## config.mk

```make
export PLATFORM = sky130hd
export DESIGN_NAME = connect_arbiter
export DESIGN_NICKNAME = d
export VERILOG_FILES = /design/src/rtl/connect_rr_pick.sv /design/src/rtl/connect_arbiter.sv
export SDC_FILE = /design/constraint.sdc
export NUM_CORES = 1
export LEC_CHECK = 0
export CAP_MARGIN = 20
export CORE_MARGIN = 5
export CORE_UTILIZATION = 42
export DETAILED_ROUTE_END_ITERATION = 8
export PLACE_DENSITY = 0.84
export SETUP_SLACK_MARGIN = 0.15
export SLEW_MARGIN = 40
export SYNTH_ARGS = -nofsm -noshare
export SYNTH_HDL_FRONTEND = slang
export SYNTH_SLANG_ARGS = --single-unit
```

## constraint.sdc

```tcl
create_clock -name CLK -period 5.7 [get_ports CLK]
set_input_delay 1.71 -clock CLK [delete_from_list [all_inputs] [get_ports CLK]]
set_output_delay 1.71 -clock CLK [all_outputs]
set_load 0.005 [all_outputs]
```

## src/rtl/connect_rr_pick.sv

```systemverilog
// -----------------------------------------------------------------------------
// connect_rr_pick
// Combinational round-robin search for connect_arbiter.
// Picks the first channel whose valid bit is set. The search starts at
// ptr_i+1, wraps modulo CONNECT_NUM, and visits ptr_i itself last.
//
// Ports
//   valid_i      [CONNECT_NUM-1:0]  per-channel request
//   ptr_i        [INDEX_WIDTH-1:0]  last granted channel
//   grant_idx_o  [INDEX_WIDTH-1:0]  selected channel (0 when none)
//   grant_vld_o                     high when any channel was selected
// -----------------------------------------------------------------------------
module connect_rr_pick #(
    parameter int CONNECT_NUM = 3,
    parameter int INDEX_WIDTH = (CONNECT_NUM > 2) ? $clog2(CONNECT_NUM) : 1
) (
    input  logic [CONNECT_NUM-1:0] valid_i,
    input  logic [INDEX_WIDTH-1:0] ptr_i,
    output logic [INDEX_WIDTH-1:0] grant_idx_o,
    output logic                   grant_vld_o
);

    // One extra bit holds ptr+k, whose largest value is 2*CONNECT_NUM-1.
    logic [INDEX_WIDTH:0]   sum_s;
    logic [INDEX_WIDTH-1:0] cand_s;

    // Walk candidates from farthest to nearest so the nearest valid one wins.
    always_comb begin
        grant_idx_o = '0;
        grant_vld_o = 1'b0;
        sum_s       = '0;
        cand_s      = '0;
        for (int k = CONNECT_NUM; k >= 1; k--) begin
            sum_s = {1'b0, ptr_i} + (INDEX_WIDTH + 1)'(k);
            if (sum_s >= (INDEX_WIDTH + 1)'(CONNECT_NUM)) begin
                sum_s = sum_s - (INDEX_WIDTH + 1)'(CONNECT_NUM);
            end else begin
                sum_s = sum_s;
            end
            cand_s = sum_s[INDEX_WIDTH-1:0];
            if (valid_i[cand_s]) begin
                grant_idx_o = cand_s;
                grant_vld_o = 1'b1;
            end else begin
                grant_idx_o = grant_idx_o;
                grant_vld_o = grant_vld_o;
            end
        end
    end

endmodule

```

## src/rtl/connect_arbiter.sv

```systemverilog
// -----------------------------------------------------------------------------
// connect_arbiter
// N-to-1 packet arbiter. Round-robin among valid channels while idle; once a
// non-last beat is taken, the grant is locked to that channel until its last
// beat. A single registered output stage gives full throughput, with the
// upstream ready depending combinationally on SEND_READY only.
//
// Ports
//   CLK, RST        clock, asynchronous active-high reset
//   RECEIVE_VALID   [CONNECT_NUM-1:0]             per-channel valid
//   RECEIVE_DATA    [DATA_WIDTH*CONNECT_NUM-1:0]  channel i at slice i
//   RECEIVE_LAST    [CONNECT_NUM-1:0]             per-channel last beat
//   RECEIVE_READY   [CONNECT_NUM-1:0]             per-channel ready (one-hot or 0)
//   SEND_VALID/DATA/LAST/SOURCE                   registered output beat
//   SEND_READY                                    downstream ready
// -----------------------------------------------------------------------------
module connect_arbiter #(
    parameter int DATA_WIDTH  = 32,
    parameter int CONNECT_NUM = 3
) (
    input  logic                              CLK,
    input  logic                              RST,
    input  logic [CONNECT_NUM-1:0]            RECEIVE_VALID,
    input  logic [DATA_WIDTH*CONNECT_NUM-1:0] RECEIVE_DATA,
    input  logic [CONNECT_NUM-1:0]            RECEIVE_LAST,
    output logic [CONNECT_NUM-1:0]            RECEIVE_READY,
    output logic                              SEND_VALID,
    output logic [DATA_WIDTH-1:0]             SEND_DATA,
    output logic                              SEND_LAST,
    output logic [((CONNECT_NUM > 2) ? $clog2(CONNECT_NUM) : 1)-1:0] SEND_SOURCE,
    input  logic                              SEND_READY
);

    localparam int INDEX_WIDTH = (CONNECT_NUM > 2) ? $clog2(CONNECT_NUM) : 1;

    typedef enum logic {
        ST_IDLE   = 1'b0,
        ST_LOCKED = 1'b1
    } arb_state_t;

    arb_state_t             state_q, state_d;
    logic [INDEX_WIDTH-1:0] ptr_q, ptr_d;
    logic                   send_valid_q, send_valid_d;
    logic [DATA_WIDTH-1:0]  send_data_q, send_data_d;
    logic                   send_last_q, send_last_d;
    logic [INDEX_WIDTH-1:0] send_source_q, send_source_d;

    logic [INDEX_WIDTH-1:0] pick_idx_s;
    logic                   pick_vld_s;
    logic [INDEX_WIDTH-1:0] grant_idx_s;
    logic                   grant_vld_s;
    logic                   load_en_s;
    logic                   xfer_s;
    logic [DATA_WIDTH-1:0]  data_sel_s;

    connect_rr_pick #(
        .CONNECT_NUM (CONNECT_NUM),
        .INDEX_WIDTH (INDEX_WIDTH)
    ) u_pick (
        .valid_i     (RECEIVE_VALID),
        .ptr_i       (ptr_q),
        .grant_idx_o (pick_idx_s),
        .grant_vld_o (pick_vld_s)
    );

    // Grant selection: locked channel wins regardless of other requests.
    always_comb begin
        grant_idx_s = pick_idx_s;
        grant_vld_s = pick_vld_s;
        case (state_q)
            ST_LOCKED: begin
                grant_idx_s = ptr_q;
                grant_vld_s = RECEIVE_VALID[ptr_q];
            end
            ST_IDLE: begin
                grant_idx_s = pick_idx_s;
                grant_vld_s = pick_vld_s;
            end
            default: begin
                grant_idx_s = pick_idx_s;
                grant_vld_s = pick_vld_s;
            end
        endcase
    end

    // Handshake: ready is suppressed during reset even though the stage is empty.
    always_comb begin
        load_en_s     = !send_valid_q || SEND_READY;
        xfer_s        = load_en_s && grant_vld_s && !RST;
        RECEIVE_READY = '0;
        if (xfer_s) begin
            RECEIVE_READY[grant_idx_s] = 1'b1;
        end else begin
            RECEIVE_READY = '0;
        end
    end

    // Payload mux for the granted channel.
    always_comb begin
        data_sel_s = '0;
        for (int i = 0; i < CONNECT_NUM; i++) begin
            if (grant_idx_s == INDEX_WIDTH'(i)) begin
                data_sel_s = RECEIVE_DATA[i*DATA_WIDTH +: DATA_WIDTH];
            end else begin
                data_sel_s = data_sel_s;
            end
        end
    end

    // Next-state: capture on a transfer, drain when loading nothing, else hold.
    always_comb begin
        state_d       = state_q;
        ptr_d         = ptr_q;
        send_valid_d  = send_valid_q;
        send_data_d   = send_data_q;
        send_last_d   = send_last_q;
        send_source_d = send_source_q;
        if (xfer_s) begin
            send_valid_d  = 1'b1;
            send_data_d   = data_sel_s;
            send_last_d   = RECEIVE_LAST[grant_idx_s];
            send_source_d = grant_idx_s;
            ptr_d         = grant_idx_s;
            state_d       = RECEIVE_LAST[grant_idx_s] ? ST_IDLE : ST_LOCKED;
        end else if (load_en_s) begin
            send_valid_d  = 1'b0;
        end else begin
            send_valid_d  = send_valid_q;
        end
    end

    // State and output registers; reset leaves channel 0 with first priority.
    always_ff @(posedge CLK or posedge RST) begin
        if (RST) begin
            state_q       <= ST_IDLE;
            ptr_q         <= INDEX_WIDTH'(CONNECT_NUM - 1);
            send_valid_q  <= 1'b0;
            send_data_q   <= '0;
            send_last_q   <= 1'b0;
            send_source_q <= '0;
        end else begin
            state_q       <= state_d;
            ptr_q         <= ptr_d;
            send_valid_q  <= send_valid_d;
            send_data_q   <= send_data_d;
            send_last_q   <= send_last_d;
            send_source_q <= send_source_d;
        end
    end

    assign SEND_VALID  = send_valid_q;
    assign SEND_DATA   = send_data_q;
    assign SEND_LAST   = send_last_q;
    assign SEND_SOURCE = send_source_q;

endmodule

```

# --- Word level (Yosys, flattened, before mapping) ---
# Index checks and enable logic that the tools add are counted.
classes:
  add_sub_neg: 6
  n_mul: 0
  n_div: 0
  n_lt_le_gt_ge: 9
  eq_ne: 2
  shift: 0
  mux: 30
  bitwise_logic: 1
  n_reduce_logical: 8
op_table:
  columns: ["cell", "count"]
  rows:
  - ["$mux 32", 3]
  - ["$lt 2x3->1 const B", 5]
  - ["$mux 1", 12]
  - ["$mux 2", 6]
  - ["$bmux 1 s2", 5]
  - ["$ge 3x2->1 const B", 3]
  - ["$add 2x2->3 const B", 2]
  - ["$sub 2x2->2 const B", 3]
  - ["$pmux 2 s2", 1]
  - ["$add 2x1->3 const B", 1]
  - ["$logic_and 1x1->1", 3]
  - ["$mux 3", 1]
  - ["$demux 1 s2", 1]
  - ["$eq 2x1->1 const B", 1]
  - ["$eq 2x2->1 const B", 1]
  - ["$ge 2x1->1 const B", 1]
  - ["$logic_not 1->1", 2]
  - ["$logic_not 2->1", 1]
  - ["$pmux 1 s2", 1]
  - ["$reduce_bool 2->1", 1]
  - ["$logic_or 1x1->1", 1]
  - ["$not 1->1", 1]
totals:
  register_bits: 39
  latchBits: 0
  mem_bits_rw: 0
  rom_bits: 0
  inputBits: 105
  output_inout_bits: 39
  word_cells: 62
  n_memories: 0

# --- Depth between registers and ports, before layout ---
logic_depth:
  depth_word: 14
  ltp_mapped: 11
  mapped_depth_nobuf: 8

# --- By module ---
# A second synthesis with hierarchy kept.
unflattened:
  hier_cells: 210
  hier_area_um2: 2492.4
by_module_without_submodules:
  columns: ["module", "n_inst", "cells_per_inst", "area_each_um2", "seq_area_each_um2"]
  rows:
  - ["connect_arbiter", 1, 181, 2303.5, 952.2]
  - ["connect_rr_pick", 1, 29, 188.9, 0.0]

# --- Worst setup path before layout ---
# Ideal clock, no wire load.
synth_path:
  path_kind: "input-to-output"
  startpoint: "input RECEIVE_VALID[0]"
  endpoint: "output RECEIVE_READY[0]"
  arrival_time_ns: 2.993
  path_slack_ns: 0.997
  cell_stages: 7
  cell_sequence: "inv_1 > o211a_1 > o221a_2 > or2_2 > clkbuf_1 > clkbuf_1 > nor3_1"
synth_via:
  elab_chain_cells: 11
  elab_cells_between_ends: 24
  classes_between: "order compare (2); mux (19); reduce/logical (3)"
synth_lines:
  columns: ["item", "line_no", "source"]
  rows:
  - ["start, declared", "connect_arbiter.sv:23", "input logic [CONNECT_NUM-1:0] RECEIVE_VALID,"]
  - ["$bmux 1 s2", "connect_rr_pick.sv:41", "if (valid_i[cand_s]) begin"]
  - ["$mux 1 (implied by the code)", "connect_rr_pick.sv:41", null]
  - ["$mux 2 (3 in a row)", "connect_rr_pick.sv:41", null]
  - ["$pmux 2 s2", "connect_arbiter.sv:70", "case (state_q)"]
  - ["$lt 2x3->1 (implied by the code) / $ge 2x1->1 (equally long branches)", "connect_arbiter.sv:92", "RECEIVE_READY[grant_idx_s] = 1'b1;"]
  - ["$logic_and 1x1->1 (implied by the code)", "connect_arbiter.sv:92", null]
  - ["$mux 1 (implied by the code)", "connect_arbiter.sv:92", null]
  - ["$demux 1 s2", "connect_arbiter.sv:92", null]
  - ["$mux 3 (*)", "connect_arbiter.sv:91", "if (xfer_s) begin"]
  - ["end, declared", "connect_arbiter.sv:26", "output logic [CONNECT_NUM-1:0] RECEIVE_READY,"]
# Mark *: on every way between the ends. The rest lies on a longest branch, timed or not. The select of a mux whose other input is x is not followed.

# --- Worst setup path in the final report ---
layout_path:
  startpoint: "input RECEIVE_VALID[0]"
  endpoint: "output RECEIVE_READY[2]"
# Same word-level chain as after synthesis.

==> results.txt <==
----------------------------------------------------
[Outcome]
  Status ... completed

[Floorplanning]
  Site row count ... 28
  Y dimension of the die ... 87.42 um
  Standard cell core area ... 5886 um2
  Horizontal extent of the die ... 87.42 um
  Count of pins on the block boundary ... 144
  Overall die area ... 7642 um2
  Initial core utilization ... 0.4277

[STA]
  Share of the clock period used by the worst path after layout ... 0.9328
  Final Max Tran Viols ... 0
  Final worst-path setup slack ... 0.3829 ns
  Post-layout min period ... 5.317 ns
  Final setup violation count ... 0
  Max frequency ... 188.1 MHz
  Setup repair after global routing missed its margin ... false
  Least-Margin Pin Slew ... 0.6856 ns
  Number of hold-slack violations in the final timing report ... 0
  Max Clock Skew ... 0.004799 ns
  Final hold slack ... 0.4788 ns
  Worst slew margin relative to its limit ... 0.5415
  Setup TNS ... 0 ns

[Layout]
  Antenna Cells ... 0
  Filler cell count in the final layout ... 477
  Layout cells sized above 1 ... 0.1568
  Final net count ... 496
  Post-layout util ... 0.6920
  Synthesis-to-finish area growth ... 61.78%

[Logic synthesis]
  Share of synthesized flip-flops with an asynchronous set or reset ... 1.000
  Synthesized flop and latch total ... 38
  Sequential area share after synthesis ... 0.3782
  Library cell with the highest instance count after synthesis ... sky130_fd_sc_hd__nor2_1
  Synth Warn # ... 0
  Avg Inst Size Synth ... 10.07 um2
  Dominant synthesized flop cell ... sky130_fd_sc_hd__dfrtp_1
  Cell type with the highest aggregate area in the netlist ... sky130_fd_sc_hd__dfrtp_1
  Leading post-synthesis cells by instance count ... 59 x sky130_fd_sc_hd__nor2_1, 37 x sky130_fd_sc_hd__dfrtp_1, 23 x sky130_fd_sc_hd__a221oi_1
  Area of the mapped netlist ... 2517 um2
  Post-Synthesis Net Count ... 358
  Count of different cell masters after synthesis ... 43
  Leading cell types by total area after synthesis ... sky130_fd_sc_hd__dfrtp_1 37%, sky130_fd_sc_hd__mux2_4 11%, sky130_fd_sc_hd__nor2_1 8.8%, sky130_fd_sc_hd__a221oi_1 8.0%, sky130_fd_sc_hd__a221oi_2 3.6%
  EDFF count, synth ... 0
  Gate count after technology mapping ... 250
  Share of the synthesized area in the top cell type ... 0.3678

[Worst hold path]
  Type of the tightest min-delay check ... reg -> reg

[Worst setup path]
  Sort of element at the end of the critical path ... output port
  Critical path fanouts, max ... 5
  Critical Setup Path Class ... in -> out
  CP required ... 3.99 ns
  Worst setup SP type ... input pin
  Worst endpoint data arrival time ... 3.61 ns

[Placement]
  Setup WS pre-CTS ... 0.1171 ns
  Final Wtd Congestion ... 0.8178
  Number of input and output port buffers inserted ... 143
  Half-perimeter wire length after detailed placement ... 6.150 mm

[Detailed routing]
  Mean number of vias per cell ... 5.394
  # DRC ... 0
  Number of detailed-route iterations in the first pass ... 4
  Residual antenna-violating net count after detailed routing ... 0
  Overall routed net length ... 7.859 mm
  Routed length per instance ... 16.94 um
  Number of vias after detailed routing ... 2503
  Count of routing violations after the opening detailed-route iteration ... 86

[Job]
  Max-cap violation count ... 0

[GRT]
  Global-route wire length before repair ... 12.24 mm
  Via count of the first global-routing pass ... 2637
  Grt ovf ... 0
  Largest net degree at the start of global routing ... 40
  Number of antenna violations at the first check in global routing ... 0
  GRT Resource Usage Total ... 0.2026

[Clock network]
  Total setup buffers inserted after CTS ... 0
  CTS tree ... yes
  Num Clock Sinks ... 38
  Bufs on Longest Clock Path ... 2
  Clk root buf ... sky130_fd_sc_hd__clkbuf_8
  CTS clk-pin slew, worst paths ... 0.07 ns
  Clock buffer count from CTS ... 5
  Clock latency on the worst-skew pair ... 0.28 ns
  Htree depth ... 2

[Pwr]
  Leak ... 1.686 nW
  Worst vdd rail ir drop ... 0.0002405 V
  Final total power ... 1.979 mW
  Power per cell area ... 485.8 nW/um2

----------------------------------------------------
## state kept, by name (all words and copies together), names as in the netlist
| signal | flops |
|---|---|
| ptr_q | 2 |
| state_q | 1 |
| SEND_VALID | 1 |
| SEND_SOURCE | 1 |
| SEND_LAST | 1 |
| SEND_DATA | 32 |
## worst max-delay path, stage by stage
cell,delay (ns)
sky130_fd_sc_hd__dlygate4sd2_1,0.29
sky130_fd_sc_hd__inv_1,0.11
sky130_fd_sc_hd__o211a_1,0.22
sky130_fd_sc_hd__o221a_2,0.28
sky130_fd_sc_hd__or2_2,0.34
sky130_fd_sc_hd__nor2_1,0.13
sky130_fd_sc_hd__clkdlybuf4s50_1,0.53
## placed cells by master, fill, tap and decap left out, types with 2 or more instances in the layout
cell type,n
sky130_fd_sc_hd__nand4b_1,4
sky130_fd_sc_hd__or3b_2,2
sky130_fd_sc_hd__buf_4,10
sky130_fd_sc_hd__clkbuf_8,6
sky130_fd_sc_hd__a221oi_2,6
sky130_fd_sc_hd__dlygate4sd2_1,2
sky130_fd_sc_hd__inv_1,9
sky130_fd_sc_hd__ha_1,3
sky130_fd_sc_hd__dfrtp_1,37
sky130_fd_sc_hd__a221oi_1,23
sky130_fd_sc_hd__nor4b_1,4
sky130_fd_sc_hd__nor2_1,58
sky130_fd_sc_hd__a21oi_1,5
sky130_fd_sc_hd__mux2_4,18
sky130_fd_sc_hd__mux2_2,8
sky130_fd_sc_hd__a21o_1,5
sky130_fd_sc_hd__clkdlybuf4s50_1,139
sky130_fd_sc_hd__mux2i_1,3
sky130_fd_sc_hd__dlymetal6s2s_1,2
sky130_fd_sc_hd__nand3_1,9
sky130_fd_sc_hd__nand2_1,9
sky130_fd_sc_hd__o21ai_0,3
## report_power, final
part	internal [mW]	switching, mW
registers	0.410	0.0880
clock network	0.0973	0.0965
logic	0.668	0.619
total	1.17	0.804
## what timing repair did
action | 4_1_cts | 5_1_grt
hold buffers | 0 | 0
endpoints found under the setup margin | 2 | 1
gates resized for setup | 2 | 2
pin swaps | 0 | 0
## routing by layer
metal,vias to the layer above,part of all wire,GRT usage
met4,0,0.022,0.06555
met5,-,0,0
met1,1187,0.37,0.2214
li1,1193,-,-
met2,107,0.53,0.3699
met3,16,0.083,0.06149
## cell families (layout without fill, tap and decap cells)
logic type	after synthesis	in the layout	share of synthesized area
fa+ha+maj	3	3	0.01491
buf+inv	31	170	0.07107
compound gates	55	55	0.2073
flops	38	38	0.3782
simple gates	94	94	0.1735
mux	29	29	0.1551
## per-stage QoR
step	instances	area, um2
4_1_cts	464	4068
6_report	464	4073
3_5_place_dp	456	3975
2_1_floorplan	250	2517
3_3_place_gp	456	3975
5_1_grt	464	4073
## layout make-up
type / instances / area, um2 / share of cell area
tap: 75 / 93.84 / 0.02304
sequential: 38 / 952.2 / 0.2338
multi-input combinational: 181 / 1389 / 0.3410
timing repair buffer: 153 / 1509 / 0.3705
clock inverter: 2 / 12.51 / 0.003072
clock buffer: 6 / 82.58 / 0.02028
inverter: 9 / 33.78 / 0.008295
## path summary, 6_finish.rpt
path | end | startpoint | slack, ns | cells past startpoint
max | RECEIVE_READY[2] | RECEIVE_VALID[0] | 0.38 | 7
min | SEND_SOURCE[1]$_DFFE_PP0P_ | SEND_SOURCE[1]$_DFFE_PP0P_ | 0.48 | 1
max reg2reg | SEND_DATA[28]$_DFFE_PP0P_ | ptr_q[0]$_DFFE_PP0P_ | 2.21 | 10
min reg2reg | SEND_SOURCE[1]$_DFFE_PP0P_ | SEND_SOURCE[1]$_DFFE_PP0P_ | 0.48 | 1
max in group asynchronous | ptr_q[1]$_DFFE_PP1P_ | RST | 3.44 | 3
min in group asynchronous | ptr_q[0]$_DFFE_PP0P_ | RST | 1.91 | 3
(Power assumes the default switching activity.)
